===== src/rtl/pipe_hazard_ctrl.sv =====
// Stall/flush controller for the 5-stage pipeline: load-use, taken-branch and memory-wait handling.
// Optional stall-cycle counter enabled by defining PIPE_STALL_CNT_EN.
module pipe_hazard_ctrl #(
  parameter int unsigned RD_W     = 3,
  parameter int unsigned MAX_WAIT = 15
) (
  input  logic            CLK,
  input  logic            Reset,
  input  logic [RD_W-1:0] IDRs1,
  input  logic [RD_W-1:0] IDRs2,
  input  logic            IDUsesRs1,
  input  logic            IDUsesRs2,
  input  logic            EXMemRead,
  input  logic [RD_W-1:0] EXRd,
  input  logic            BranchTaken,
  input  logic            MemReq,
  input  logic            MemAck,
  output logic            PCWrite,
  output logic            IFIDWrite,
  output logic            IDEXWrite,
  output logic            EXMEMWrite,
  output logic            MEMWBWrite,
  output logic            IFIDFlush,
  output logic            IDEXFlush,
  output logic            MEMWBBubble,
  output logic            MemBusy,
  output logic            Fault,
  output logic [15:0]     StallCycles
);

  localparam int unsigned WAIT_W    = 8;
  localparam logic [WAIT_W-1:0] WAIT_LAST = WAIT_W'(MAX_WAIT - 1);

  typedef enum logic [1:0] {RUN, MEM_WAIT, FAULT} state_e;

  state_e            state_q, state_d;
  logic [WAIT_W-1:0] wait_q, wait_d;
  logic              load_use;
  logic              mem_stall;

  assign load_use = EXMemRead & ((IDUsesRs1 & (IDRs1 == EXRd)) |
                                 (IDUsesRs2 & (IDRs2 == EXRd)));
  assign mem_stall = ((state_q == RUN) & MemReq & ~MemAck) |
                     ((state_q == MEM_WAIT) & ~MemAck);

  // Next state and watchdog count
  always_comb begin
    state_d = state_q;
    wait_d  = wait_q;
    unique case (state_q)
      RUN: begin
        if (MemReq && !MemAck) begin
          state_d = MEM_WAIT;
          wait_d  = '0;
        end
      end
      MEM_WAIT: begin
        if (MemAck) begin
          state_d = RUN;
          wait_d  = '0;
        end else begin
          wait_d = wait_q + WAIT_W'(1);
          if (wait_q == WAIT_LAST) state_d = FAULT;
        end
      end
      FAULT:   state_d = FAULT;
      default: state_d = RUN;
    endcase
    if (Reset) begin
      state_d = RUN;
      wait_d  = '0;
    end
  end

  // Pipeline-register controls, highest-priority condition wins
  always_comb begin
    PCWrite     = 1'b1;
    IFIDWrite   = 1'b1;
    IDEXWrite   = 1'b1;
    EXMEMWrite  = 1'b1;
    MEMWBWrite  = 1'b1;
    IFIDFlush   = 1'b0;
    IDEXFlush   = 1'b0;
    MEMWBBubble = 1'b0;
    MemBusy     = (state_q == MEM_WAIT);
    Fault       = 1'b0;
    if (Reset || state_q == FAULT) begin
      PCWrite    = 1'b0;
      IFIDWrite  = 1'b0;
      IDEXWrite  = 1'b0;
      EXMEMWrite = 1'b0;
      MEMWBWrite = 1'b0;
      MemBusy    = 1'b0;
      Fault      = ~Reset;
    end else if (mem_stall) begin
      PCWrite     = 1'b0;
      IFIDWrite   = 1'b0;
      IDEXWrite   = 1'b0;
      EXMEMWrite  = 1'b0;
      MEMWBBubble = 1'b1;
    end else if (BranchTaken) begin
      IFIDFlush = 1'b1;
      IDEXFlush = 1'b1;
    end else if (load_use) begin
      PCWrite   = 1'b0;
      IFIDWrite = 1'b0;
      IDEXFlush = 1'b1;
    end
  end

  always_ff @(posedge CLK) begin
    state_q <= state_d;
    wait_q  <= wait_d;
  end

`ifdef PIPE_STALL_CNT_EN
  logic [15:0] stall_q, stall_d;

  // Saturating count of cycles with the PC held
  always_comb begin
    stall_d = stall_q;
    if (Reset) stall_d = '0;
    else if (!PCWrite && stall_q != 16'hFFFF) stall_d = stall_q + 16'd1;
  end

  always_ff @(posedge CLK) stall_q <= stall_d;

  assign StallCycles = stall_q;
`else
  assign StallCycles = 16'h0000;
`endif

endmodule


===== config.mk =====
export PLATFORM = sky130hd
export DESIGN_NAME = pipe_hazard_ctrl
export DESIGN_NICKNAME = d
export VERILOG_FILES = /design/src/rtl/pipe_hazard_ctrl.sv
export SDC_FILE = /design/constraint.sdc
export NUM_CORES = 1
export LEC_CHECK = 0
export BUFFER_PORTS_ARGS = -buffer_cell sky130_fd_sc_hd__buf_2
export CELL_PAD_IN_SITES_DETAIL_PLACEMENT = 1
export CELL_PAD_IN_SITES_GLOBAL_PLACEMENT = 1
export CORE_ASPECT_RATIO = 1.1
export CORE_UTILIZATION = 32
export DETAILED_ROUTE_END_ITERATION = 10
export GPL_ROUTABILITY_DRIVEN = 0
export HOLD_SLACK_MARGIN = 0.05
export PLACE_DENSITY = 0.78
export SLEW_MARGIN = 0
export SYNTH_ARGS = -nofsm -noshare
export SYNTH_HDL_FRONTEND = slang
export SYNTH_SLANG_ARGS = --single-unit

===== constraint.sdc =====
create_clock -name CLK -period 4.04 [get_ports CLK]
set_clock_uncertainty 0.1 [all_clocks]
set_input_delay 0.808 -clock CLK [delete_from_list [all_inputs] [get_ports CLK]]
set_output_delay 0.808 -clock CLK [all_outputs]
set_load 0.01 [all_outputs]

==> impl_metrics.toml <==
[run_status]
status = "completed"

[power]
switching_share = 0.313
irDropWorstVdd_mv = 0.0940
intPower_uw = 159
pwr-share-seq = 0.454
power_leakage_nw = 0.403
clockPowerShare = 0.297
powerDensity_mw_per_mm2 = 257
netSwitchingPower_uw = 72.4
pwr-share-comb = 0.249

[critical_path]
worstPathArrival_ps = 1910
cp_max_fo = 5
crit_path_max_incr_delay_ps = 300
cp_common_cell = "buf_2"
crit_required_ps = 3130
crit_chain = "buf_2 -> or2_2 -> a211oi_2 -> and2_1 -> a31o_2 -> buf_2"
r2r_start = "state_q[0]"
end_kind = "output port"
path_class = "primary input to output port"
crit_path_start = "MemReq"
start_kind = "primary input"
crit_slowest_cell = "a211oi_2"

[clock_network]
cts.sink_count = 10
holdBufCountCts = 0
clk_latency_ps = 270
clock_path_buffers = 2
clockRootBuffer = "clkbuf_4"
clk_pin_slew_worst_paths_ps = 60
post_cts_resize_count = 0
cts_tree = "done"
cts_inserted_buffers = 3
htree_levels = 1
post-cts-setup-buffers = 0

[route]
ant_nets = 0
vias = 730
drtIter0Drc = 4
drt-total-wl_um = 1830
viasPerCell = 4.80
drt-wirelength-per-cell_um = 12.1
first_pass_iters = 4
drc = 0

[timing]
maxSlewViolCount = 0
period_minus_slack_ps = 2820
fin_crit_sh = 0.698
hold_viol = 0
setup_viol = 0
max_freq_ghz = 0.354
tns_ps = 0
rsz0062_at_grt = "no"

[logic_synthesis]
yosysSeqAreaShare = 0.249
syn_area_um2 = 803
syn_area_per_cell_um2 = 8.20
ys_seq_elements = 10
netlist_instances = 98
ys_types = 38
synth-warning-count = 0

[run]
drv_cap = 0

[floorplan]
ioPinCount = 43
rows = 18
die-area_mm2 = 0.00271
fp.dieW_um = 49.8
core_region_area_mm2 = 0.00232
die_y_um = 54.5
start_util = 0.346

[min_path]
worst_hold_path_type = "flip-flop to flip-flop"
hold_start = "wait_q[5]"

[cells_and_area]
n_antenna_cell = 0
nFillCells = 305
layout-drive-gt1-share = 0.303
nets = 143
multiInputGateArea_um2 = 492
seq_area_um2 = 200
area_growth_pct = 12.0
final_area_um2 = 900

[global_routing]
grt_pass1_wl_um = 3060
grt_pass1_vias = 742
grt_usage = 0.149
gr-total-overflow = 0
antenna_found_initial = 0
grt_max_degree = 13

[placed_design]
placed_cell_area_um2 = 877
dp_hpwl_um = 1470
port_buffers = 26
power groups by stage:
stage / clock [mW] / combinational (mW) / sequential [mW]
finish: 0.0687 / 0.0577 / 0.105
global route: 0.0743 / 0.0639 / 0.106
CTS: 0.0707 / 0.0581 / 0.105
detailed placement: 0 / 0.0580 / 0.107
global placement: 0 / 0.0558 / 0.107
floorplan: 0 / 0.0528 / 0.105
cells by family (layout without fill, tap and decap cells):
logic type | count (synthesis) | after routing | synth area share
AO/OA/AOI/OAI | 21 | 21 | 0.192
XOR/XNOR | 9 | 9 | 0.0981
adder cells (fa/ha/maj) | 2 | 2 | 0.0311
buffers and inverters | 24 | 33 | 0.209
flip-flops | 10 | 10 | 0.249
other | 1 | 16 | 0.00467
AND/OR/NAND/NOR | 31 | 31 | 0.217
sequential cells by signal (all words and copies together) (netlist names):
register	cells
state_q	2
wait_q	8
routing by layer:
metal	wire length, µm	part of all wire	track usage
met1	759	0.41	0.166
met2	954	0.52	0.286
met3	90	0.049	0.0167
met4	27	0.015	0.0714
met5	0	0	0
worst paths after layout:
kind,endpoint,slack [ps],cells after the start
setup / recovery,IDEXFlush,1220,6
setup reg to reg,wait_q[7],2460,3
hold / removal,wait_q[5],400,2
hold reg to reg,wait_q[5],400,2
worst max-delay path: cells and delay by family:
family / cells / cell delay (ps)
compound gates: 2 / 400
buf+inv: 2 / 230
simple gates: 2 / 480
placed cells by master, fill, tap and decap left out, drive strengths merged, types with 2 or more instances in the layout:
cell type  count
nand2          7
a21oi          4
o21ai          2
clkbuf         3
o211ai         2
dfxtp         10
ha             2
conb          16
nand4          2
buf           26
xor2           3
o31ai          2
xnor2          6
a31oi          2
a211oi         4
inv            4
or4            2
and2           2
nor2b          2
nor2           8
stage by stage:
stage / setup slack (ps) / util / cells / hold slack [ps] / total power, mW
3_5_place_dp: 1220 / 0.378 / 149 / 392 / 0.165
3_3_place_gp: 1260 / 0.378 / 149 / 368 / 0.163
2_1_floorplan: 1150 / - / 113 / 352 / 0.158
6_report: 1220 / 0.388 / 152 / 397 / 0.232
5_1_grt: 1110 / 0.388 / 152 / 425 / 0.244
4_1_cts: 1210 / 0.388 / 152 / 400 / 0.234
cell type report:
class / instances / area share
repair buffers: 26 / 0.145
clock buffers: 3 / 0.0250
well taps: 30 / 0.0417
inverters: 4 / 0.0195
multi-input cells: 79 / 0.547
flip-flops and latches: 10 / 0.223
cells in the mapped netlist (all sizes together):
cell type | number | area, µm²
clkbuf | 1 | 3.75
and2 | 2 | 12.5
xor2 | 3 | 26.3
xnor2 | 6 | 52.6
o211ai | 2 | 15.0
and3 | 1 | 6.26
or3 | 1 | 7.51
a21oi | 4 | 20.0
o21ai | 2 | 13.8
o21a | 1 | 7.51
nor4b | 1 | 8.76
and4 | 1 | 8.76
o2111ai | 1 | 8.76
nor2b | 2 | 20.0
inv | 4 | 17.5
a21o | 1 | 7.51
dfxtp | 10 | 200
o31ai | 2 | 15.0
nand2b | 1 | 6.26
ha | 2 | 25.0
nand4 | 2 | 12.5
a211oi | 4 | 35.0
nor4 | 1 | 6.26
a31o | 1 | 8.76
or2 | 1 | 6.26
o21ba | 1 | 10.0
conb | 1 | 3.75
nand2 | 7 | 26.3
a31oi | 2 | 12.5
nor3b | 1 | 7.51
or4 | 2 | 15.0
buf | 19 | 146
nor2 | 8 | 30.0
(Power assumes the default switching activity.)
